--- src/rtl/clk_lock_monitor_if.sv ---
`default_nettype none
// ============================================================================
// Module      : clk_lock_monitor_if
// Description : Control/status bundle between the clock lock monitor and its
//               consumer (status/LED logic, start-up gating).
// Revision    : 1.0 - initial release
// ============================================================================
interface clk_lock_monitor_if #(
  parameter int CNT_W = 16
);
  logic             en;
  logic             sig_in;
  logic [CNT_W-1:0] freq_cnt;
  logic             cnt_valid;
  logic             in_range;
  logic             overflow;
  logic             locked;

  // Consumer side: enables measurement and supplies the clock under test
  modport master (
    output en,
    output sig_in,
    input  freq_cnt,
    input  cnt_valid,
    input  in_range,
    input  overflow,
    input  locked
  );

  // Monitor side
  modport slave (
    input  en,
    input  sig_in,
    output freq_cnt,
    output cnt_valid,
    output in_range,
    output overflow,
    output locked
  );
endinterface
`default_nettype wire

--- src/rtl/clk_lock_monitor.sv ---
`default_nettype none
// ============================================================================
// Module      : clk_lock_monitor
// Description : Counts rising edges of an asynchronous PLL-derived tick over a
//               fixed gate window of system clocks, range-checks each window
//               and declares lock after enough consecutive good windows.
// Revision    : 1.0 - initial release
// ============================================================================
module clk_lock_monitor #(
  parameter int GATE_CYCLES  = 80,
  parameter int CNT_W        = 16,
  parameter int EXP_MIN      = 9,
  parameter int EXP_MAX      = 11,
  parameter int LOCK_WINDOWS = 3
) (
  input  logic              clk,
  input  logic              rst,
  clk_lock_monitor_if.slave bus
);

  localparam int TMR_W = (GATE_CYCLES > 2) ? $clog2(GATE_CYCLES) : 1;
  localparam int STK_W = $clog2(LOCK_WINDOWS + 1);

  localparam logic [TMR_W-1:0] C_TMR_LAST = TMR_W'(GATE_CYCLES - 1);
  localparam logic [CNT_W-1:0] C_CNT_MAX  = {CNT_W{1'b1}};
  localparam logic [CNT_W-1:0] C_EXP_MIN  = CNT_W'(EXP_MIN);
  localparam logic [CNT_W-1:0] C_EXP_MAX  = CNT_W'(EXP_MAX);
  localparam logic [STK_W-1:0] C_LOCK_N   = STK_W'(LOCK_WINDOWS);

  typedef enum logic [1:0] {
    ST_IDLE    = 2'd0,
    ST_ACQUIRE = 2'd1,
    ST_LOCKED  = 2'd2
  } state_t;

  state_t           state_q, state_d;
  logic [2:0]       sync_q;              // [0],[1] synchronizer, [2] history
  logic [TMR_W-1:0] timer_q, timer_d;
  logic [CNT_W-1:0] count_q, count_d;
  logic             ovf_flag_q, ovf_flag_d;
  logic [STK_W-1:0] streak_q, streak_d;
  logic [CNT_W-1:0] freq_cnt_q, freq_cnt_d;
  logic             cnt_valid_q, cnt_valid_d;
  logic             in_range_q, in_range_d;
  logic             overflow_q, overflow_d;
  logic             locked_q, locked_d;

  logic             rise;
  logic [CNT_W-1:0] win_cnt;
  logic             win_ovf;
  logic             win_good;

  // Two-flop synchronizer plus history flop; runs in every state
  always_ff @(posedge clk) begin
    if (rst) begin
      sync_q <= 3'b000;
    end else begin
      sync_q <= {sync_q[1], sync_q[0], bus.sig_in};
    end
  end

  assign rise = sync_q[1] & ~sync_q[2];

  // State and measurement registers
  always_ff @(posedge clk) begin
    if (rst) begin
      state_q     <= ST_IDLE;
      timer_q     <= '0;
      count_q     <= '0;
      ovf_flag_q  <= 1'b0;
      streak_q    <= '0;
      freq_cnt_q  <= '0;
      cnt_valid_q <= 1'b0;
      in_range_q  <= 1'b0;
      overflow_q  <= 1'b0;
      locked_q    <= 1'b0;
    end else begin
      state_q     <= state_d;
      timer_q     <= timer_d;
      count_q     <= count_d;
      ovf_flag_q  <= ovf_flag_d;
      streak_q    <= streak_d;
      freq_cnt_q  <= freq_cnt_d;
      cnt_valid_q <= cnt_valid_d;
      in_range_q  <= in_range_d;
      overflow_q  <= overflow_d;
      locked_q    <= locked_d;
    end
  end

  // Next-state: gate timing, saturating count, window verdict and lock streak
  always_comb begin
    state_d     = state_q;
    timer_d     = timer_q;
    count_d     = count_q;
    ovf_flag_d  = ovf_flag_q;
    streak_d    = streak_q;
    freq_cnt_d  = freq_cnt_q;
    cnt_valid_d = 1'b0;
    in_range_d  = in_range_q;
    overflow_d  = overflow_q;
    locked_d    = locked_q;

    // Count including this cycle's edge, so the last cycle of a window counts
    win_cnt = count_q;
    win_ovf = ovf_flag_q;
    if (rise) begin
      if (count_q == C_CNT_MAX) begin
        win_ovf = 1'b1;
      end else begin
        win_cnt = count_q + 1'b1;
      end
    end
    win_good = !win_ovf && (win_cnt >= C_EXP_MIN) && (win_cnt <= C_EXP_MAX);

    case (state_q)
      ST_IDLE: begin
        timer_d    = '0;
        count_d    = '0;
        ovf_flag_d = 1'b0;
        streak_d   = '0;
        locked_d   = 1'b0;
        if (bus.en) begin
          state_d = ST_ACQUIRE;
        end
      end

      ST_ACQUIRE, ST_LOCKED: begin
        if (timer_q == C_TMR_LAST) begin
          // Window complete: publish and restart with no dead cycle
          freq_cnt_d  = win_cnt;
          cnt_valid_d = 1'b1;
          overflow_d  = win_ovf;
          in_range_d  = win_good;
          timer_d     = '0;
          count_d     = '0;
          ovf_flag_d  = 1'b0;
          if (win_good) begin
            streak_d = (streak_q == C_LOCK_N) ? streak_q : streak_q + 1'b1;
            if (streak_d == C_LOCK_N) begin
              state_d  = ST_LOCKED;
              locked_d = 1'b1;
            end
          end else begin
            streak_d = '0;
            state_d  = ST_ACQUIRE;
            locked_d = 1'b0;
          end
        end else begin
          timer_d    = timer_q + 1'b1;
          count_d    = win_cnt;
          ovf_flag_d = win_ovf;
        end

        // Disable aborts the partial window; a just-completed one still reports
        if (!bus.en) begin
          state_d    = ST_IDLE;
          timer_d    = '0;
          count_d    = '0;
          ovf_flag_d = 1'b0;
          streak_d   = '0;
          locked_d   = 1'b0;
        end
      end

      default: begin
        state_d = ST_IDLE;
      end
    endcase
  end

  assign bus.freq_cnt  = freq_cnt_q;
  assign bus.cnt_valid = cnt_valid_q;
  assign bus.in_range  = in_range_q;
  assign bus.overflow  = overflow_q;
  assign bus.locked    = locked_q;

endmodule
`default_nettype wire

--- src/flat_wrapper.sv ---
// flat-port wrapper written by rule: the top's interface ports become plain ports
module clk_lock_monitor_flat 
#(
  parameter int GATE_CYCLES  = 80,
  parameter int CNT_W        = 16,
  parameter int EXP_MIN      = 9,
  parameter int EXP_MAX      = 11,
  parameter int LOCK_WINDOWS = 3
)
  (clk, rst, bus_en, bus_sig_in, bus_freq_cnt, bus_cnt_valid, bus_in_range, bus_overflow, bus_locked);
  clk_lock_monitor_if #(.CNT_W(CNT_W)) bus_i ();
  input  logic clk;
  input  logic rst;
  input wire logic [$bits(bus_i.en)-1:0] bus_en;
  input wire logic [$bits(bus_i.sig_in)-1:0] bus_sig_in;
  output wire logic [$bits(bus_i.freq_cnt)-1:0] bus_freq_cnt;
  output wire logic [$bits(bus_i.cnt_valid)-1:0] bus_cnt_valid;
  output wire logic [$bits(bus_i.in_range)-1:0] bus_in_range;
  output wire logic [$bits(bus_i.overflow)-1:0] bus_overflow;
  output wire logic [$bits(bus_i.locked)-1:0] bus_locked;
  assign bus_i.en = bus_en;
  assign bus_i.sig_in = bus_sig_in;
  assign bus_freq_cnt = bus_i.freq_cnt;
  assign bus_cnt_valid = bus_i.cnt_valid;
  assign bus_in_range = bus_i.in_range;
  assign bus_overflow = bus_i.overflow;
  assign bus_locked = bus_i.locked;
  clk_lock_monitor #(.GATE_CYCLES(GATE_CYCLES), .CNT_W(CNT_W), .EXP_MIN(EXP_MIN), .EXP_MAX(EXP_MAX), .LOCK_WINDOWS(LOCK_WINDOWS)) u_core (.clk(clk), .rst(rst), .bus(bus_i));
endmodule
--- config.mk ---
export PLATFORM = sky130hd
export DESIGN_NAME = clk_lock_monitor_flat
export DESIGN_NICKNAME = d
export VERILOG_FILES = /design/src/rtl/clk_lock_monitor_if.sv /design/src/rtl/clk_lock_monitor.sv /design/src/flat_wrapper.sv
export SDC_FILE = /design/constraint.sdc
export NUM_CORES = 1
export LEC_CHECK = 0
export ABC_AREA = 1
export CAP_MARGIN = 20
export CORE_MARGIN = 2
export CORE_UTILIZATION = 52
export CTS_CLUSTER_SIZE = 30
export DETAILED_ROUTE_END_ITERATION = 6
export PLACE_DENSITY = 0.72
export SLEW_MARGIN = 20
export SYNTH_ARGS = -nofsm -noshare
export SYNTH_HDL_FRONTEND = slang
export SYNTH_SLANG_ARGS = --single-unit
--- constraint.sdc ---
create_clock -name clk -period 1.8 [get_ports clk]
set_input_delay 0.45 -clock clk [delete_from_list [all_inputs] [get_ports clk]]
set_output_delay 0.45 -clock clk [all_outputs]
set_load 0.01 [all_outputs]
Word level (Yosys, flattened, before mapping). Cells that the tools add are included.

Add/subtract/negate cells: 3. Magnitude comparators: 2. Equality and inequality tests: 9. Multiplexer cells: 30. Bitwise gates (word level): 3. Reduce and logical (&&, ||, !) cells: 11.

Operators with widths (number): $mux 16 (4); $pmux 16 s2 (1); $mux 2 (9); $add 16x1->16 const B (1); $eq 16x16->1 const B (1); $ge 16x4->1 const B (1); $le 16x4->1 const B (1); $mux 7 (2); $pmux 7 s2 (1); $mux 1 (9); $pmux 2 s2 (2); $add 7x1->7 const B (1); $eq 7x7->1 const B (1); $eq 2x2->1 const B (3); $reduce_and 3->1 (2); $ne 4x4->1 const B (1); $pmux 1 s2 (2); $reduce_and 2->1 (2); $reduce_or 2->1 (2); $ne 3x2->1 const B (1); $add 2x1->2 const B (1); $eq 2x1->1 const B (1); $logic_and 1x1->1 (2); $logic_not 2->1 (1); other kinds (5) (6).

Flip-flop bits (word level): 51. Bits of input ports: 4. Output and inout port bits: 20. Word-level logic and storage cells: 69.

Longest topological paths before layout. Gate-level depths: netlist of run 1.

Depth in word-level cells: 10. Depth in mapped cells: 17. Gate-level depth less buffers: 17.

Worst setup path before layout of run 1. Ideal clock, no wire load.

Kind: register -> register. Start point: reg u_core.count_q[0]. End point: reg u_core.state_q[0]. Setup time: 0.114 ns. Arrival time: 1.877 ns. Data required time: 1.686 ns. Setup slack: -0.190 ns. Stages on the path, launching flop included: 17. Buffers on the path: 0. Clock period less this slack: 1.990 ns. Path through: dfxtp_1 -> ha_1 -> inv_1 -> nor2_4 -> nand2_4 -> nor2_4 -> nand3_2 -> nand2_1 -> nand2_1 -> nor2_2 -> nand3_2 -> nor2_4 -> nand4_1 -> nand2_1 -> nand2_1 -> nand2_1 -> nor2_1.

Longest elaborated chain between the ends: 10. Elaborated cells on any way between the ends: 17. Those cells by class: add/sub (1); order compare (2); eq/ne (2); mux (8); reduce/logical (4).

Ends and longest elaborated chain: from (decl) (RTL line clk_lock_monitor.sv:39) `logic [CNT_W-1:0] count_q, count_d;`; from (signal assigned) (RTL line clk_lock_monitor.sv:80) `count_q <= count_d;`; $add 16x1->16 or $eq 16x16->1 (tied branches) (RTL line clk_lock_monitor.sv:111, clk_lock_monitor.sv:108); $mux 16 or $mux 1 (tied branches) (RTL line clk_lock_monitor.sv:108) `if (count_q == C_CNT_MAX) begin`; $mux 16 or $mux 1 (tied branches) (RTL line clk_lock_monitor.sv:107) `if (rise) begin`; $ge 16x4->1 or $logic_not 1->1 (tied branches) (RTL line clk_lock_monitor.sv:114) `win_good = !win_ovf && (win_cnt >= C_EXP_MIN) && (win_cnt <= C_EXP_MAX);`; $logic_and 1x1->1 (RTL line clk_lock_monitor.sv:114); $logic_and 1x1->1 (*) (RTL line clk_lock_monitor.sv:114); $mux 2 (RTL line clk_lock_monitor.sv:138) `if (win_good) begin`; $mux 2 (RTL line clk_lock_monitor.sv:129) `if (timer_q == C_TMR_LAST) begin`; $mux 2 (RTL line clk_lock_monitor.sv:156) `if (!bus.en) begin`; $pmux 2 s2 (RTL line clk_lock_monitor.sv:116) `case (state_q)`; to (signal assigned) (RTL line clk_lock_monitor.sv:78) `state_q <= state_d;`; to (decl) (RTL line clk_lock_monitor.sv:36) `state_t state_q, state_d;`.

Every way passes the cells marked *; elsewhere a longest branch is shown, timed or not. The select of a mux whose other input is x is not followed. A chain may end at the register's enable or synchronous reset.

Worst setup path after layout of run 1.
Start point: reg u_core.count_q[1]. End point: reg u_core.state_q[0].

The elaborated chain is that of the path after synthesis.

==> results.txt, run 1 <==
RR Startpoint -> u_core.count_q[1]
Core ar. -> 0.005075 mm^2
ys flop type -> dfxtp_1
root buf cell -> clkbuf_8
layout cells sized above 1 -> 30.94%
min-delay worst type -> register to register
Final Wtd Congestion -> 0.8388
R2R cell count -> 15
hold path cells -> 2
Seq/Total Area, Yosys -> 37.67%
Crit path buffers/inverters -> 2
worst setup path class -> register to register
length of routed wiring on met1 -> 3.493 mm
Initial DRC Count -> 287
highest metal used -> met4
Synth Cell Area -> 0.002710 mm^2
Post-DP Area -> 0.003530 mm^2
Syn Inst Count -> 393
critical path's slowest cell -> dfxtp_4
asr flop ratio synth -> 0%
failing checks -> negative setup slack
CTS buffer count -> 5
Worst-Skew Late Latency -> 0.31 ns
htree depth -> 2
Setup TNS -> -1.419 ns
Min-Delay Startpoint -> u_core.sync_q[0]
RSZ-0062 raised after global routing -> true
Worst EP required -> 2.01 ns
syn_nets -> 401
Setup WS post-layout -> -0.2747 ns
hold endpoint -> u_core.sync_q[1]
Final setup viols -> 7
Levels on crit path -> 15
Syn. warnings -> 0
Port Buf Inserts -> 23
Std-Cell Rows -> 26
Top cell by count, worst path -> nand2_1
largest net degree at the start of global routing -> 29
CTS Sinks -> 51
max-slew violations -> 0
number of I/O pins -> 24
CP Cell Sequence -> buf_4 -> nand2_2 -> nor2_4 -> buf_4 -> nand3_1 -> xor2_1 -> nand3_1 -> nand2_2 -> nand3_2 -> nor2_4 -> nand4_1 -> nand2_1 -> nand2_1 -> nand2_1 -> nor2_1
CTS tree -> done
fin crit share -> 115.3%
pre-CTS setup slack -> -0.3364 ns
reg2reg end -> u_core.state_q[0]
DPL Wire Length -> 5.342 mm
total die area -> 0.005805 mm^2
Slew HR -> 77.06%
worst stage delay on the critical path -> 0.37 ns
crit start category -> register
Post-CTS Hold Buffers -> 0
R2R Setup Slk -> -0.27 ns
placed insts -> 541
synth unique cells -> 31
worst-path fanout max -> 3
Diodes inserted -> 0
Peak VDD IR -> 579.9 uV
Longest Clk Path Bufs -> 2
Initial DRT Pass Iterations -> 5
total track usage -> 26.64%
Clock transition at path regs -> 0.10 ns
Detail Route Antenna Nets -> 0
DIE WIDTH -> 76.19 um
Achievable Freq -> 0.4820 GHz
Leak Pwr -> 1.716 nW
Die Ht -> 76.19 um
register bit total from synthesis -> 51
post-route insts no fill -> 558
total grt overflow -> 0
WL final -> 7.658 mm
number of global-route vias before repair -> 2709
delay-heaviest family, CP -> simple AND/OR/NAND/NOR gates
first-pass GRT wire length -> 12.50 mm
DR WL met3 -> 344 um
Slew @ Worst Pin -> 0.3441 ns
Tmin final -> 2.075 ns
vias -> 2878
DR WL met2 -> 3.692 mm
Net count, final -> 496
CP Data Arrival Time -> 2.29 ns
Avg WL per Cell -> 13.72 um
Avg Vias per Cell -> 5.158
Synth-to-Final Area Change -> 40.81%
Final Cell Area -> 0.003816 mm^2
Crit. End Element -> register
syn avg cell area -> 6.896 um^2
Initial Util -> 53.40%
Post-Route Skew -> 0.01367 ns
Hold Vio Cnt, Final -> 0
DRC viols -> 0
max_cap viols -> 0
initial antenna violation count -> 0
status -> finished, violations left
EDFF count, synth -> 0
Power Dens Cells -> 700.8 mW/mm^2
==> worst max-delay path by stage <==
stage / startpoint / end / slack [ns]
5_1_grt: u_core.count_q[1] / u_core.streak_q[0] / -0.40
3_5_place_dp: u_core.count_q[1] / u_core.state_q[0] / -0.34
6_report: u_core.count_q[1] / u_core.state_q[0] / -0.27
3_3_place_gp: u_core.count_q[1] / u_core.state_q[0] / -0.26
4_1_cts: u_core.count_q[0] / u_core.state_q[0] / -0.24
2_1_floorplan: u_core.count_q[1] / u_core.state_q[0] / -0.05
==> power breakdown <==
part | switching, mW | internal, mW | leakage, nW
clock network | 0.386 | 0.352 | 0.0527
registers | 0.0311 | 1.17 | 0.418
logic | 0.434 | 0.297 | 1.25
total | 0.851 | 1.82 | 1.72
==> sequential cells by signal (all words and copies together) (netlist names) <==
| name | flops |
|---|---|
| u_core.bus.cnt_valid | 1 |
| u_core.bus.freq_cnt | 16 |
| u_core.bus.in_range | 1 |
| u_core.bus.locked | 1 |
| u_core.bus.overflow | 1 |
| u_core.count_q | 16 |
| u_core.ovf_flag_q | 1 |
| u_core.state_q | 2 |
| u_core.streak_q | 2 |
| u_core.sync_q | 3 |
| u_core.timer_q | 7 |
==> synthesized netlist by cell type (3+ instances only) <==
master	count	share of area, %
nand2_1	96	13
nor2_4	8	3.3
nand2_2	8	1.8
o21ai_0	21	3.9
nor2_2	5	1.2
nand3_1	23	4.2
or2_2	4	0.92
buf_1	3	0.42
clkbuf_1	8	1.1
xor2_1	9	2.9
nand3b_1	4	1.1
dfxtp_1	51	38
o211ai_1	6	1.7
nand4_1	5	1.2
a21oi_1	29	5.4
inv_1	46	6.4
nor2_1	43	6.0
ha_1	4	1.8
nand3_2	4	1.5
==> repair_timing <==
action / 4_1_cts / 5_1_grt
cloned: 0 / 2
buffers inserted: 8 / 0
endpoints found under the setup margin: 33 / 44
pin swaps: 9 / 6
resized for setup: 14 / 23
==> routing by layer <==
metal,GRT usage (%),up-vias
met5,0,-
met4,9.091,0
met3,4.265,16
met2,44.46,89
met1,35.29,1331
li1,-,1442
==> cell type report <==
cell class	count	area [um^2]
multi-input cells	281	1548
fillers	401	1259
flip-flops and latches	51	1039
repair buffers	101	862.1
inverters	48	180.2
clock buffers	6	93.84
well taps	70	87.58
clock inverters	1	6.256
==> layout by cell type (no fill, tap or decap), types with 3 or more instances in the layout <==
cell type         n
a21oi_1          27
a21oi_2           4
buf_4            73
clkbuf_8          5
clkdlybuf4s50_1  23
dfxtp_1          41
dfxtp_2           8
ha_1              3
inv_1            43
inv_2             4
nand2_1          92
nand2_2           9
nand2_4           4
nand3_1          23
nand3_2           4
nand3b_1          4
nand4_1           5
nor2_1           36
nor2_2            9
nor2_4           11
o211ai_1          6
o21ai_0          18
o21ai_2           3
or2_2             4
xor2_1            9
==> tightest hold or removal path: cells and delay by family (launching register included) <==
family        cells  cell delay, ns
buf+inv           1            0.04
simple gates      1            0.03
flops             1            0.31
==> logic make-up after synthesis <==
kind of cell               count (synthesis)  synth area share [%]
and+or+nand+nor                          205                 35.97
AOI/OAI and AO/OA                         63                 12.97
buffers and inverters                     61                 8.633
DFF                                       51                 37.67
xor gates and xnor gates                   9                 2.909
adders and majority gates                  4                 1.847
==> metrics by stage <==
step | hold slack (ns) | util [%] | power [mW]
finish | 0.4150 | 75.20 | 2.674
global placement | 0.4038 | 69.55 | 1.841
detailed placement | 0.4066 | 69.55 | 1.868
floorplan | 0.3883 | - | 1.602
CTS | 0.4211 | 73.45 | 2.604
global route | 0.4484 | 75.20 | 2.800
Power figures use the tool's default switching activity.
==> run 2: changes to the inputs <==
- CORE_MARGIN: 2 -> 8
- CORE_UTILIZATION: 52 -> 62
- PLACE_DENSITY: 0.72 -> 0.81
- clock period: 1.8 -> 2.65 ns (I/O delays scaled with it)
==> run 2 against run 1 <==
  * The flow now finishes without violations
  * Largest cell class unchanged
  * Power decreased by 39%
  * Die area grew 16%
  * Global-route usage decreased by 5.2 points
  * Critical endpoint unchanged
==> results.txt, run 2 (synthesis results as in run 1) <==
status -> finished, final reports clean
Top cell by count, worst path -> nand2_1
net load switching power -> 0.5113 mW
Leak Pwr -> 1.311 nW
highest metal used -> met4
max-slew violations -> 0
buffers inserted by post-CTS timing repair -> 0
Hold Vio Cnt, Final -> 0
critical path's slowest cell -> dfxtp_1
Worst EP required -> 2.86 ns
Net count, final -> 427
CP Data Arrival Time -> 2.60 ns
CP Cell Sequence -> ha_1 -> inv_1 -> nor2_4 -> nand2_4 -> nor2_4 -> nand3_2 -> nand2_1 -> nand2_1 -> nor2_2 -> nand3_2 -> nor2_4 -> nand4_1 -> nand2_1 -> nand2_1 -> nand2_1 -> nor2_1
DRC viols -> 0
Die Ht -> 82.12 um
Comb power frac -> 21.2%
max_cap viols -> 0
Tmin final -> 2.399 ns
min-delay worst type -> register to register
Core ar. -> 0.004294 mm^2
Final Util -> 72.52%
Setup TNS -> 0 ns
post-route insts no fill -> 472
initial antenna violation count -> 0
most common cell after layout, fill and taps aside -> nand2_1
Diodes inserted -> 0
Post-DP Area -> 0.003019 mm^2
Initial DRC Count -> 330
post-cts sizing count -> 0
total grt overflow -> 0
Final Cell Area -> 0.003114 mm^2
Peak VDD IR -> 470.5 uV
worst-path fanout max -> 5
worst setup path class -> register to register
DR WL met2 -> 3.057 mm
CTS buffer count -> 5
Post-CTS Hold Buffers -> 0
Final Wtd Congestion -> 0.9681
DIE WIDTH -> 82.12 um
Avg WL per Cell -> 14.01 um
RSZ-0062 raised after global routing -> false
fin crit share -> 90.51%
vias -> 2597
layout cells sized above 1 -> 12.38%
Achievable Freq -> 0.4169 GHz
first-pass GRT wire length -> 11.35 mm
total track usage -> 21.40%
Synth-to-Final Area Change -> 14.91%
WL final -> 6.613 mm
Detail Route Antenna Nets -> 0
CTS tree -> done
Post-Route Skew -> 0.004787 ns
Final setup viols -> 0
Slew @ Worst Pin -> 0.7565 ns
largest net degree at the start of global routing -> 25
Pint -> 1.123 mW
Longest Clk Path Bufs -> 2
Clock transition at path regs -> 0.09 ns
crit start category -> register
Power Dens Cells -> 524.9 mW/mm^2
Sw Share -> 31.28%
CTS Sinks -> 51
Initial DRT Pass Iterations -> 6
Clk pwr share -> 28.6%
number of global-route vias before repair -> 2462
DR WL met3 -> 474 um
htree depth -> 2
Std-Cell Rows -> 24
root buf cell -> clkbuf_8
Crit. End Element -> register
Port Buf Inserts -> 23
placed insts -> 464
Initial Util -> 63.11%
Slew HR -> 49.03%
number of I/O pins -> 24
total die area -> 0.006743 mm^2
delay-heaviest family, CP -> simple AND/OR/NAND/NOR gates
commonest cells after routing, fill and taps aside -> nand2_1 (96), dfxtp_1 (51), inv_1 (46)
register share of total power -> 50.2%
worst stage delay on the critical path -> 0.43 ns
Worst-Skew Late Latency -> 0.30 ns
Crit path buffers/inverters -> 1
DPL Wire Length -> 4.943 mm
length of routed wiring on met1 -> 2.914 mm
Avg Vias per Cell -> 5.502
-- run 2: cell types whose count changed in the layout (fill, tap and decap cells not counted), sizes merged --
cell,change
buf,-67
clkbuf,-1
clkinv,+1
inv,-1
-- run 2: worst paths after layout --
kind | slack [ns] | startpoint | cells after the start | to
max reg2reg | 0.25 | u_core.count_q[1] | 16 | u_core.state_q[0]
max | 0.25 | u_core.count_q[1] | 16 | u_core.state_q[0]
min | 0.42 | u_core.sync_q[0] | 2 | u_core.sync_q[1]
min reg2reg | 0.42 | u_core.sync_q[0] | 2 | u_core.sync_q[1]
-- run 2: layer usage --
metal	up-vias	GRT usage [%]
li1	1299	-
met1	1177	26.49
met2	104	35.28
met3	17	4.545
met4	0	8.947
met5	-	0
-- run 2: metrics by stage --
step	hold WS (ns)	total power [mW]	setup slack (ns)
floorplan	0.3883	1.089	0.6597
global placement	0.4027	1.170	0.3981
detailed placement	0.4137	1.180	0.3306
CTS	0.4288	1.643	0.2830
global route	0.4381	1.726	0.05106
finish	0.4219	1.635	0.2515
-- run 2: final cells by class --
cell class                      count  area (um^2)
Tap cell                           52        65.06
Clock inverter                      1        8.758
Sequential cell                    51         1021
Inverter                           48        180.2
Fill cell                         336         1180
Timing Repair Buffer               32        297.8
Multi-Input combinational cell    281         1455
Clock buffer                        7        86.33
-- run 2: power by group through the flow --
stage	Clock [mW]	Combinational (mW)	Sequential, mW
after global placement	0	0.333	0.836
after CTS	0.478	0.345	0.820
final	0.468	0.346	0.820
after detailed placement	0	0.342	0.838
after global routing	0.508	0.393	0.825
after floorplan	0	0.257	0.832
-- run 2: tightest hold or removal path: stages, from the launching register on --
cell	delay, ns
dfxtp_1	0.31
inv_1	0.05
nor2_1	0.03
==> run 3: changes to the inputs <==
- CELL_PAD_IN_SITES_DETAIL_PLACEMENT: default -> 0
- CELL_PAD_IN_SITES_GLOBAL_PLACEMENT: default -> 1
- CORE_UTILIZATION: 62 -> 44
- PLACE_DENSITY: 0.81 -> 0.8
==> run 3 against run 2 <==
  * Worst setup slack improved by 0.065 ns
  * Non-clock buffer count up 1
  * Sequential power hardly changed
  * Flip-flop and latch count unchanged
  * Critical endpoint unchanged
==> results.txt, run 3 (synthesis results as in run 1) <==
Worst EP required -> 2.85 ns
Achievable Freq -> 0.4285 GHz
number of I/O pins -> 24
Sw Share -> 31.39%
CTS buffer count -> 5
Diodes inserted -> 0
Slew HR -> 64.38%
commonest cells after routing, fill and taps aside -> nand2_1 (96), dfxtp_1 (51), inv_1 (46)
worst stage delay on the critical path -> 0.43 ns
Comb power frac -> 21.6%
Crit. End Element -> register
critical path's slowest cell -> dfxtp_1
buffers inserted by post-CTS timing repair -> 0
Avg WL per Cell -> 13.83 um
Setup TNS -> 0 ns
Power Dens Cells -> 518.7 mW/mm^2
Std-Cell Rows -> 28
DIE WIDTH -> 94.48 um
Port Buf Inserts -> 23
register share of total power -> 50.0%
Clock transition at path regs -> 0.09 ns
min-delay worst type -> register to register
Leak Pwr -> 1.316 nW
Final setup viols -> 0
Peak VDD IR -> 336.0 uV
CTS tree -> done
Synth-to-Final Area Change -> 16.57%
largest net degree at the start of global routing -> 28
initial antenna violation count -> 0
Hold Vio Cnt, Final -> 0
Pint -> 1.124 mW
DPL Wire Length -> 5.115 mm
root buf cell -> clkbuf_8
most common cell after layout, fill and taps aside -> nand2_1
DRC viols -> 0
Top cell by count, worst path -> nand2_1
crit start category -> register
fin crit share -> 88.07%
Worst-Skew Late Latency -> 0.30 ns
worst-path fanout max -> 6
vias -> 2461
CP Cell Sequence -> ha_1 -> inv_1 -> nor2_4 -> nand2_4 -> nand2_1 -> nand2_1 -> nor2_1 -> nor2_1 -> nor2_1 -> nand3_2 -> nor2_4 -> nand4_1 -> nand2_1 -> nand2_1 -> nand2_1 -> nor2_1
Net count, final -> 428
Core ar. -> 0.005956 mm^2
Crit path buffers/inverters -> 1
RSZ-0062 raised after global routing -> false
CP Data Arrival Time -> 2.54 ns
total grt overflow -> 0
Clk pwr share -> 28.4%
htree depth -> 2
total track usage -> 16.46%
Slew @ Worst Pin -> 0.5268 ns
worst setup path class -> register to register
Post-Route Skew -> 0.005701 ns
Final Cell Area -> 0.003159 mm^2
Final Wtd Congestion -> 0.8139
Post-DP Area -> 0.003068 mm^2
total die area -> 0.008926 mm^2
Avg Vias per Cell -> 4.972
Initial DRC Count -> 110
status -> finished, final reports clean
first-pass GRT wire length -> 11.63 mm
post-cts sizing count -> 0
net load switching power -> 0.5144 mW
layout cells sized above 1 -> 12.62%
Post-CTS Hold Buffers -> 0
Final Util -> 53.05%
# fillers -> 605
number of global-route vias before repair -> 2403
delay-heaviest family, CP -> simple AND/OR/NAND/NOR gates
Tmin final -> 2.334 ns
Initial DRT Pass Iterations -> 4
Die Ht -> 94.48 um
Longest Clk Path Bufs -> 2
max-slew violations -> 0
Detail Route Antenna Nets -> 0
Initial Util -> 45.50%
Pwr Total -> 1.639 mW
CTS Sinks -> 51
max_cap viols -> 0
WL final -> 6.848 mm
-- run 3: cell count changes in the layout (fill, tap and decap cells not counted) --
| cell | previous run | this run |
|---|---|---|
| clkinv_4 | 1 | 0 |
| clkbuf_1 | 1 | 0 |
| inv_6 | 0 | 1 |
| buf_12 | 0 | 1 |
-- run 3: tightest hold or removal path: cells and delay by family, from the launching register on --
kind	cells	cell delay, ns
AND/OR/NAND/NOR	1	0.03
buffers and inverters	1	0.04
flip-flops	1	0.31
-- run 3: power by group through the flow --
| stage | Clock (mW) | Sequential (mW) | Combinational (mW) |
|---|---|---|---|
| global route | 0.520 | 0.824 | 0.409 |
| global placement | 0 | 0.836 | 0.355 |
| finish | 0.466 | 0.819 | 0.354 |
| detailed placement | 0 | 0.837 | 0.354 |
| floorplan | 0 | 0.832 | 0.257 |
| CTS | 0.486 | 0.819 | 0.356 |
-- run 3: layout make-up --
cell class	count	area [um^2]	share of cell area [%]
clock buffer	6	82.58	2.614
clock inverter	1	8.758	0.2772
inverter	48	180.2	5.703
multi-input combinational	281	1455	46.06
sequential	51	1021	32.32
tap	75	93.84	2.970
timing repair buffer	33	317.8	10.06
-- run 3: path summary, 6_finish.rpt --
check                                        from                end  slack, ns  cells after the start
worst max-delay path            u_core.count_q[0]  u_core.state_q[0]       0.32                     16
worst min-delay path             u_core.sync_q[0]   u_core.sync_q[1]       0.41                      2
worst max register to register  u_core.count_q[0]  u_core.state_q[0]       0.32                     16
worst min register to register   u_core.sync_q[0]   u_core.sync_q[1]       0.41                      2
-- run 3: through the flow --
stage | hold WS, ns | setup slack (ns) | instances
2_1_floorplan | 0.3883 | 0.6597 | 393
3_3_place_gp | 0.3976 | 0.3389 | 488
3_5_place_dp | 0.3987 | 0.3346 | 488
4_1_cts | 0.4135 | 0.3101 | 495
5_1_grt | 0.4484 | 0.08138 | 495
6_report | 0.4107 | 0.3162 | 495
-- run 3: routing by layer --
layer  vias up  share of wire (%)  GRT usage [%]
li1       1303                  -              -
met1      1100                 48          20.89
met2        48                 45          26.54
met3        10                4.5          3.810
met4         0                2.2          6.112
met5         -                  0              0
